==> config.mk <==
export PLATFORM = sky130hd
export DESIGN_NAME = ring_mem_responder
export DESIGN_NICKNAME = d
export VERILOG_FILES = /design/src/rtl/ring_mem_responder.sv
export SDC_FILE = /design/constraint.sdc
export NUM_CORES = 1
export LEC_CHECK = 0
export BUFFER_PORTS_ARGS = -buffer_cell sky130_fd_sc_hd__buf_2
export CORE_MARGIN = 2
export CORE_UTILIZATION = 50
export DETAILED_ROUTE_END_ITERATION = 16
export PLACE_DENSITY = 0.71
export RECOVER_POWER = 50
export SYNTH_ARGS = -nofsm -noshare
export SYNTH_HDL_FRONTEND = slang
export SYNTH_SLANG_ARGS = --single-unit
==> constraint.sdc <==
create_clock -name clock -period 4.7 [get_ports clock]
set_clock_uncertainty 0.15 [all_clocks]
set_input_delay 0.47 -clock clock [delete_from_list [all_inputs] [get_ports clock]]
set_output_delay 0.47 -clock clock [all_outputs]
set_load 0.05 [all_outputs]
==> src/rtl/ring_mem_responder.sv <==
// ring_mem_responder: memory-side ring station that turns miss/flush slots into line requests and returns read lines.
module ring_mem_responder #(
  parameter int CMD_DEPTH = 8,
  parameter int WD_DEPTH = 16,
  parameter logic [3:0] IDLE_DEST = 4'd0
) (
  input  logic        clock,
  input  logic        reset,
  input  logic [31:0] RingIn,
  input  logic [3:0]  SlotTypeIn,
  input  logic [3:0]  SrcDestIn,
  output logic [31:0] RingOut,
  output logic [3:0]  SlotTypeOut,
  output logic [3:0]  SrcDestOut,
  output logic [31:0] RDreturn,
  output logic [3:0]  RDdest,
  output logic        memReq,
  output logic        memWrite,
  output logic [27:0] memAddr,
  input  logic        memAck,
  output logic [31:0] memWD,
  output logic        memWDvalid,
  input  logic [31:0] memRD,
  input  logic        memRDvalid,
  output logic        overflow,
  output logic        protoErr
);
  localparam int CW = $clog2(CMD_DEPTH);
  localparam int WW = $clog2(WD_DEPTH);
  localparam logic [1:0] IDLE = 2'd0, ISSUE = 2'd1, WDATA = 2'd2, RWAIT = 2'd3;
  logic [32:0] cmdMem [CMD_DEPTH];
  logic [CW-1:0] cmdWr, cmdRd;
  logic [CW:0] cmdCount;
  logic [31:0] wdMem [WD_DEPTH];
  logic [WW-1:0] wdWr, wdRd;
  logic [WW:0] wdCount;
  logic [1:0] state, nextState;
  logic [2:0] beat;
  logic [3:0] curSrc;
  logic [32:0] cmdHead;
  logic isAddr, rdAddr, wrAddr, cmdPush, wdPush, consume;
  logic cmdEmpty, headWrite, protoDrop, cmdPop, wdPop, cmdPushOk, wdPushOk;
  always_comb begin
    isAddr = SlotTypeIn == 4'd2;
    rdAddr = isAddr && (RingIn[31:28] == 4'b0001 || RingIn[31:28] == 4'b0011);
    wrAddr = isAddr && RingIn[31:28] == 4'b0000;
    cmdPush = rdAddr || wrAddr;
    wdPush = SlotTypeIn == 4'd3;
    consume = cmdPush || wdPush;
    cmdHead = cmdMem[cmdRd];
    cmdEmpty = cmdCount == '0;
    headWrite = cmdHead[32];
    protoDrop = state == IDLE && !cmdEmpty && headWrite && wdCount < (WW+1)'(8);
    cmdPop = protoDrop || (state == ISSUE && memAck);
    wdPop = state == WDATA;
    // a same-cycle pop frees a slot, so a push into a full FIFO is still accepted
    cmdPushOk = cmdPush && (cmdCount != (CW+1)'(CMD_DEPTH) || cmdPop);
    wdPushOk = wdPush && (wdCount != (WW+1)'(WD_DEPTH) || wdPop);
    nextState = state == IDLE  ? (!cmdEmpty && !protoDrop ? ISSUE : IDLE)
              : state == ISSUE ? (memAck ? (headWrite ? WDATA : RWAIT) : ISSUE)
              : state == WDATA ? (beat == 3'd7 ? IDLE : WDATA)
              : (memRDvalid && beat == 3'd7 ? IDLE : RWAIT);
  end
  assign RingOut = consume ? 32'd0 : RingIn;
  assign SlotTypeOut = consume ? 4'd7 : SlotTypeIn;
  assign SrcDestOut = SrcDestIn;
  assign memReq = state == ISSUE;
  assign memWrite = headWrite;
  assign memAddr = cmdHead[27:0];
  assign memWD = wdMem[wdRd];
  assign memWDvalid = state == WDATA;
  always_ff @(posedge clock) begin
    if (cmdPushOk) cmdMem[cmdWr] <= {wrAddr, SrcDestIn, RingIn[27:0]};
    if (wdPushOk) wdMem[wdWr] <= RingIn;
  end
  always_ff @(posedge clock) begin
    if (reset) begin
      cmdWr <= '0;
      cmdRd <= '0;
      cmdCount <= '0;
      wdWr <= '0;
      wdRd <= '0;
      wdCount <= '0;
      state <= IDLE;
      beat <= '0;
      curSrc <= '0;
      overflow <= 1'b0;
      protoErr <= 1'b0;
      RDdest <= IDLE_DEST;
      RDreturn <= '0;
    end else begin
      if (cmdPushOk) cmdWr <= cmdWr + 1'b1;
      if (cmdPop) cmdRd <= cmdRd + 1'b1;
      cmdCount <= cmdCount + (CW+1)'(cmdPushOk) - (CW+1)'(cmdPop);
      if (wdPushOk) wdWr <= wdWr + 1'b1;
      if (wdPop) wdRd <= wdRd + 1'b1;
      wdCount <= wdCount + (WW+1)'(wdPushOk) - (WW+1)'(wdPop);
      if ((cmdPush && !cmdPushOk) || (wdPush && !wdPushOk)) overflow <= 1'b1;
      if (protoDrop) protoErr <= 1'b1;
      if (state == ISSUE && memAck) curSrc <= cmdHead[31:28];
      if (state == WDATA || (state == RWAIT && memRDvalid)) beat <= beat + 1'b1;
      RDdest <= IDLE_DEST;
      if (state == RWAIT && memRDvalid) begin
        RDreturn <= memRD;
        RDdest <= curSrc;
      end
      state <= nextState;
    end
  end
endmodule

# Yosys cells after proc, flatten, opt, wreduce, memory -nomap -nowiden
# Memories as Yosys holds them, arrays and structs flattened. A register that Yosys moved wholly into a read port is not among the register bits.
# Cells that the tools add are included.
# word_totals
mem_count	2
word_cells	83
ramBits	776
ff_bits	70
# classes
n_reduce_logical	29
n_mux	18
n_addsub	9
n_lt_le_gt_ge	1
n_eq_ne	10
n_bitwise	1
# memory_table
name	words	width	read_ports	rd_clocked_by_memory_dff	write_ports	line_no	text
wdMem	16	32	1	1	1	34	logic [31:0] wdMem [WD_DEPTH];
cmdMem	8	33	1	1	1	31	logic [32:0] cmdMem [CMD_DEPTH];
# op_table
op	count
32-bit 2-to-1 mux	1
1-bit logical AND	13
4-bit by 2-bit equality test with 1-bit output, second input constant	3
2-bit 2-to-1 mux	6
4-bit 2-to-1 mux	3
3-bit by 1-bit adder with 3-bit output, second input constant	3
4-bit by 1-bit adder with 4-bit output, second input constant	2
4-bit logical NOT	2
1-bit logical OR	8
1-bit 2-to-1 mux	6
3-bit 2-to-1 mux	2
5-bit by 1-bit adder with 5-bit output	1
5-bit by 4-bit less-than comparator with 1-bit output, second input constant	1
5-bit != test, second input constant	1
5-bit by 1-bit subtractor with 5-bit output	1
4-bit by 1-bit adder with 4-bit output	1
2-bit equality test, second input constant	2
4-bit by 1-bit equality test with 1-bit output, second input constant	1
1-bit logical NOT	4
4-bit != test, second input constant	1
4-bit by 1-bit subtractor with 4-bit output	1
3-bit equality test, second input constant	1
2-bit by 1-bit equality test with 1-bit output, second input constant	1
2-bit logical NOT	1
2 further kinds	2

# Depth between registers and ports, before layout
# Gate-level depths: netlist of run 1.
# depth
depth_word	11
mapped_depth	15
ltp_nobuf	14

# Worst setup path before layout of run 1
# Ideal clock, no wire load.
# synth_timing
kind	flip-flop to flip-flop
startpoint	reg state[1]
endpoint	mem wdMem[3][0] (enable)
slack_ns	0.094
t_arrival_ns	3.995
synth_period_minus_slack_ns	4.606
path_stages_with_launch	8
setup_time_ns	0.461
required_ns	4.089
path_cell_list	dfxtp_1 > buf_2 > nor2b_1 > clkbuf_1 > o311a_1 > buf_2 > nand2_1 > nor3_1
# synth_via
elab_chain_cells	5
# synth_lines
element	line_no	text
from (decl)	37	logic [1:0] state, nextState;
from (signal assigned)	107	state <= nextState;
2-bit equality test	-	
named net memWDvalid	22	output logic memWDvalid,
1-bit logical OR	58	wdPushOk = wdPush && (wdCount != (WW+1)'(WD_DEPTH) || wdPop);
1-bit logical AND	58	
1-bit 2-to-1 mux	74	if (wdPushOk) wdMem[wdWr] <= RingIn;
1-bit 2-to-1 mux (not written as such)	74	
to (decl)	34	
# The timed path passes the listed nets, and every way through them passes these cells.

# Worst setup path in the final report of run 1
# layout_timing
startpoint	reg state[1]
endpoint	mem wdMem[14][13] (enable)
# layout_via
elab_chain_cells	5
# layout_lines
element	line_no	text
2-bit equality test	55	wdPop = state == WDATA;
1-bit logical OR	58	
1-bit logical AND	58	
1-bit 2-to-1 mux	74	
1-bit 2-to-1 mux (not written as such)	74	
# Every way passes these cells.

==> results of run 1 <==
## layout make-up
type,instances,area (um2),share of cell area
inverter,15,56.3,0.00148
clock inverter,54,405,0.0107
sequential,853,24900,0.655
multi-input combinational,581,7480,0.197
clock buffer,106,2290,0.0604
antenna,3,7.51,0.000198
timing repair buffer,297,1790,0.0471
tap,855,1070,0.0282
## per-layer routing
layer  vias up  part of all wire  GRT usage
met5         -                 0          0
li1       6855                 -          -
met1      8417              0.41      0.286
met4         0             0.031     0.0724
met3       116             0.049     0.0276
met2       535              0.51      0.363
## power by group
part / internal (uW) / switching, uW / total (uW)
clock: 3750 / 2780 / 6530
sequential: 8360 / 189 / 8550
combinational: 1180 / 1610 / 2800
## state kept, by name, indices dropped and copies added, names as in the netlist, 2 cells and up, named ones only
| signal | cells |
|---|---|
| wdWr | 4 |
| RDdest | 4 |
| curSrc | 4 |
| beat | 3 |
| cmdMem | 264 |
| cmdCount | 4 |
| state | 2 |
| RDreturn | 32 |
| wdRd | 4 |
| cmdRd | 3 |
| wdCount | 5 |
| wdMem | 512 |
| cmdWr | 3 |
## synth_stat cells (2+ instances only)
master and n:
a211oi_1 5, a21o_1 2, a21oi_1 42, and2_1 2, buf_1 8, buf_2 24, buf_4 32, clkbuf_1 49
dfxtp_1 77, edfxtp_1 776, fa_1 2, ha_1 21, inv_1 15, mux2_2 30, mux2i_1 10, mux4_2 224
nand2_1 78, nand2b_1 7, nand3_1 7, nand4_1 3, nor2_1 50, nor2b_1 42, nor3_1 10, nor3b_1 5
o211ai_1 5, o21ai_0 2, or2_2 2, xnor2_1 7, xor2_1 5
## critical path: cells and delay by family, from the launching register on
kind	cells	cell delay [ps]
flops	1	470
simple gates	3	1290
compound gates	1	470
buf+inv	2	990
## timing repair
action	in CTS	in global routing
resized for setup	0	0
hold buffers	38	0
hold endpoints to repair	66	0
## cell families after synthesis
kind of cell | synth area share
compound gates | 0.0122
fa+ha+maj | 0.00923
mux | 0.167
flops | 0.757
xor+xnor | 0.00320
simple gates | 0.0314
buf+inv | 0.0196
## worst paths after layout
check             depth (start not counted)  slack (ps)       endpoint          from
setup / recovery                          6         930  wdMem[14][13]      state[1]
hold reg to reg                           2         300   RDreturn[15]  RDreturn[15]
setup reg to reg                          6         930  wdMem[14][13]      state[1]
hold / removal                            4          50       state[1]    memRDvalid
## cells in the final DEF, fill, tap and decap left out, types with 20 or more instances in the layout
master,count
a21oi_1,42
buf_2,134
buf_4,32
clkbuf_1,101
clkbuf_16,89
clkinv_1,21
clkinv_2,20
dfxtp_1,70
dlygate4sd3_1,38
edfxtp_1,776
ha_1,21
mux2_2,30
mux4_2,224
nand2_1,78
nor2_1,34
nor2b_1,42
## metrics by stage
step	util	std cells	hold slack (ps)	cell area, um2	total power (uW)
after detailed placement	0.541	2563	296	35000	11500
after global routing	0.587	2761	68.3	38000	18500
final	0.587	2764	48.4	38000	17900
after CTS	0.589	2761	18.6	38100	18100
after global placement	0.541	2563	289	35000	11500
after floorplan	-	1563	308	32800	10900
==> flow_summary.toml, run 1 <==
[pwr]
ir_drop_mv = 0.406
p_leak_uw = 0.0119
power_density_nw_per_um2 = 471

[timing]
fin_crit_ps = 3770
rsz0062_at_grt = "no"
finalSetupTns_ps = 0
drv_slew = 0
fin_ws_ps = 927
relSlewSlack = 0.00796
min_period_over_period = 0.803
tightest_slew_ps = 1490
hold_violations = 0
setup_viol = 0
fmax_ghz = 0.265

[grt]
grt_pass1_vias = 16637
grt_usage = 0.213
grt_max_degree = 129
grt_pass1_wl_um = 105000
antenna_found_initial = 0
overflow = 0

[floorplanning]
start_util = 0.507
core_area_um2 = 64700
die_area_um2 = 67700
die_height_um = 260
io_pins = 217
die_x_um = 260
fp-row-count = 93

[yosys]
synth.top_cell.area_share = 0.710
syn_area_um2 = 32800
synth_ff_type = "edfxtp_1"
postSynth.asyncResetShare = 0
yosys_warnings = 0
synthCells = 1563
synth.avg_cell_area_um2 = 21.0
synth_nets = 1662
synth-edff-count = 776
synth_top_area_cell = "edfxtp_1"
seq_area_frac_synth = 0.757
yosysUniqueCellTypes = 50
ys_ff_latch = 853
ys_top_cells_by_area = "edfxtp_1 71%, mux4_2 15%, dfxtp_1 4.7%"

[drt]
drt-total-wl_um = 70800
remaining_drc_errors = 0
drtIter0Drc = 1342
drtPass1Iterations = 5
vias = 15923
post_drt_wl_per_cell_um = 25.6
viasPerCell = 5.76
antenna_left = 0

[place]
hpwl_um = 41200
port-buffer-count = 216
globalplace.congestion = 0.789
preCtsSetupSlack_ps = 1190

[critical_path]
cp.arrival_ps = 3870
crit_slowest_cell = "nor2_1"
timing.critical_path.from_type = "flip-flop"
critPathMaxFanout = 24
path_class = "flip-flop to flip-flop"
endpoint_kind = "flip-flop"
cp_cell_sequence = "nor2b_1 -> clkbuf_1 -> o311a_1 -> nand2_1 -> nor2_1 -> buf_4"
max_stage_delay_ps = 870
cp_data_required_time_ps = 4800

[cells_and_area]
num-fill-cells = 4688
drive_gt1_frac = 0.307
final_nets = 1934
area_delta_synth_final_pct = 15.7

[clock_tree]
clkLatencyLatePin_ps = 640
cts_tree = "yes"
numCtsBuffers = 87
cts_num_sinks = 853
post_cts.repair.setup_buffers = 0
clkTransAtPathRegs_ps = 60
root_buffer = "clkbuf_16"
clockBufferDepth = 3
htree_levels = 3

[worst_hold_path]
hold_class = "input port to flip-flop"

[status]
status = "finished, violations left"
violations = "max-capacitance violations"

[flow_run]
maxCapViolations = 1
(Power assumes the default switching activity.)
==> inputs of run 2 (changes only) <==
- PLACE_DENSITY: 0.71 -> 0.69
- clock period: 4.7 -> 3.8 ns (I/O delays scaled with it)
==> run 2 against run 1 <==
Effect of this change:
- the run now ends clean
- total power rose by 23%
- combinational power rose by 27%
- count of clock-buffer cells in the layout rose by 3
- utilization rose by 0.50 points
- design area rose by 0.85%
- worst setup slack got worse by 570 ps
- register-to-register slack got worse by 380 ps
- worst hold slack got worse by 9.2 ps
- flip-flop and latch count did not move
- final cell count fell by 0.11%
- via count rose by 0.92%
- global-route usage rose by 0.25 points
- critical endpoint is now memWD[6]
- largest cell class unchanged
- largest power group unchanged
- highest routed layer unchanged
==> flow_summary.toml, run 2 (synthesis results as in run 1) <==
[clock_tree]
clkLatencyLatePin_ps = 610
root_buffer = "clkbuf_16"
cts_num_sinks = 853
numCtsBuffers = 85
post_cts.repair.setup_buffers = 0
cts_tree = "yes"
clkTransAtPathRegs_ps = 60
htree_levels = 3
clockBufferDepth = 3

[timing]
tightest_slew_ps = 1490
rsz0062_at_grt = "no"
fmax_ghz = 0.290
finalSetupTns_ps = 0
fin_crit_ps = 3440
min_period_over_period = 0.906
relSlewSlack = 0.00674
hold_violations = 0
drv_slew = 0
setup_viol = 0

[drt]
viasPerCell = 5.82
remaining_drc_errors = 0
drtPass1Iterations = 5
antenna_left = 0
post_drt_wl_per_cell_um = 26.0
vias = 16070
drt-total-wl_um = 71900
drtIter0Drc = 1662

[cells_and_area]
mostFrequentLayoutCell = "edfxtp_1"
fin_area_um2 = 38300
drive_gt1_frac = 0.310
largest_register = "wdMem"
final_nets = 1938
mostFrequentLayoutCells = "776 x edfxtp_1, 224 x mux4_2, 136 x buf_2"
largest_reg_flops = 512
area_delta_synth_final_pct = 16.6
top_regs = "wdMem (512), cmdMem (264), RDreturn (32)"

[floorplanning]
die_height_um = 260
fp-row-count = 93
start_util = 0.507
core_area_um2 = 64700
io_pins = 217
die_area_um2 = 67700
die_x_um = 260

[critical_path]
timing.critical_path.from_type = "flip-flop"
cp.arrival_ps = 2910
path_class = "flip-flop to primary output"
cp_cell_sequence = "buf_12 -> mux4_2 -> mux4_2 -> buf_2"
max_stage_delay_ps = 610
critPathTopFamily = "multiplexers"
critPathMostFrequentCell = "mux4_2"
critPathMaxFanout = 33
endpoint_kind = "primary output"
crit_slowest_cell = "mux4_2"
cp_data_required_time_ps = 3270
worst-path-buf-inv = 2

[place]
hpwl_um = 39600
dpl-instance-area_um2 = 35300
port-buffer-count = 216
globalplace.congestion = 0.769

[status]
status = "complete, no violations"

[grt]
overflow = 0
grt_pass1_vias = 16480
grt_max_degree = 74
grt_pass1_wl_um = 106000
grt_usage = 0.215
antenna_found_initial = 1

[pwr]
p_leak_uw = 0.0120
ir_drop_mv = 0.498
power_density_nw_per_um2 = 575

[worst_hold_path]
hold_class = "input port to flip-flop"

[flow_run]
maxCapViolations = 0
run 2: per-layer routing:
layer  up-vias  routed length [um]  part of all wire  GRT usage
li1       6870                   -                 -          -
met1      8547               29600              0.41      0.294
met2       565               36600              0.51      0.364
met3        88                4340             0.060     0.0382
met4         0                1290             0.018     0.0525
met5         -                   0                 0          0
run 2: power breakdown:
part	internal [uW]	switching (uW)	leakage, uW
sequential	10300	107	0.00761
combinational	1490	2080	0.00304
clock	4570	3440	0.00130
total	16400	5620	0.0120
run 2: final timing paths:
| path | from | endpoint | slack [ps] | depth (start not counted) |
|---|---|---|---|---|
| max | flip-flop | memWD[6] | 360 | 4 |
| min | RingIn[28] | wdMem[8][28] | 40 | 1 |
| min reg2reg | protoErr | protoErr | 300 | 2 |
| max reg2reg | state[1] | wdCount[4] | 550 | 14 |
run 2: through the flow:
step	utilization	setup WS (ps)	hold slack (ps)	instances	total power (uW)
after floorplan	-	-171	308	1563	13500
after global placement	0.546	716	288	2567	14200
after detailed placement	0.546	645	296	2567	14300
after CTS	0.594	280	10.8	2759	22300
after global routing	0.592	231	32.0	2759	22800
final	0.592	358	39.2	2761	22000
run 2: repair_timing:
action | in CTS | in global routing
endpoints found under the setup margin | 0 | 0
hold buffers | 40 | 0
endpoints found under the hold margin | 67 | 0
resized for setup | 0 | 0
run 2: area by class of cell:
class | count | area, um2
repair buffers | 303 | 2100
clock buffers | 109 | 2300
multi-input cells | 581 | 7520
well taps | 855 | 1070
clock inverters | 43 | 370
inverters | 15 | 56.3
diodes | 2 | 5.00
flip-flops and latches | 853 | 24900
fillers | 4664 | 26400
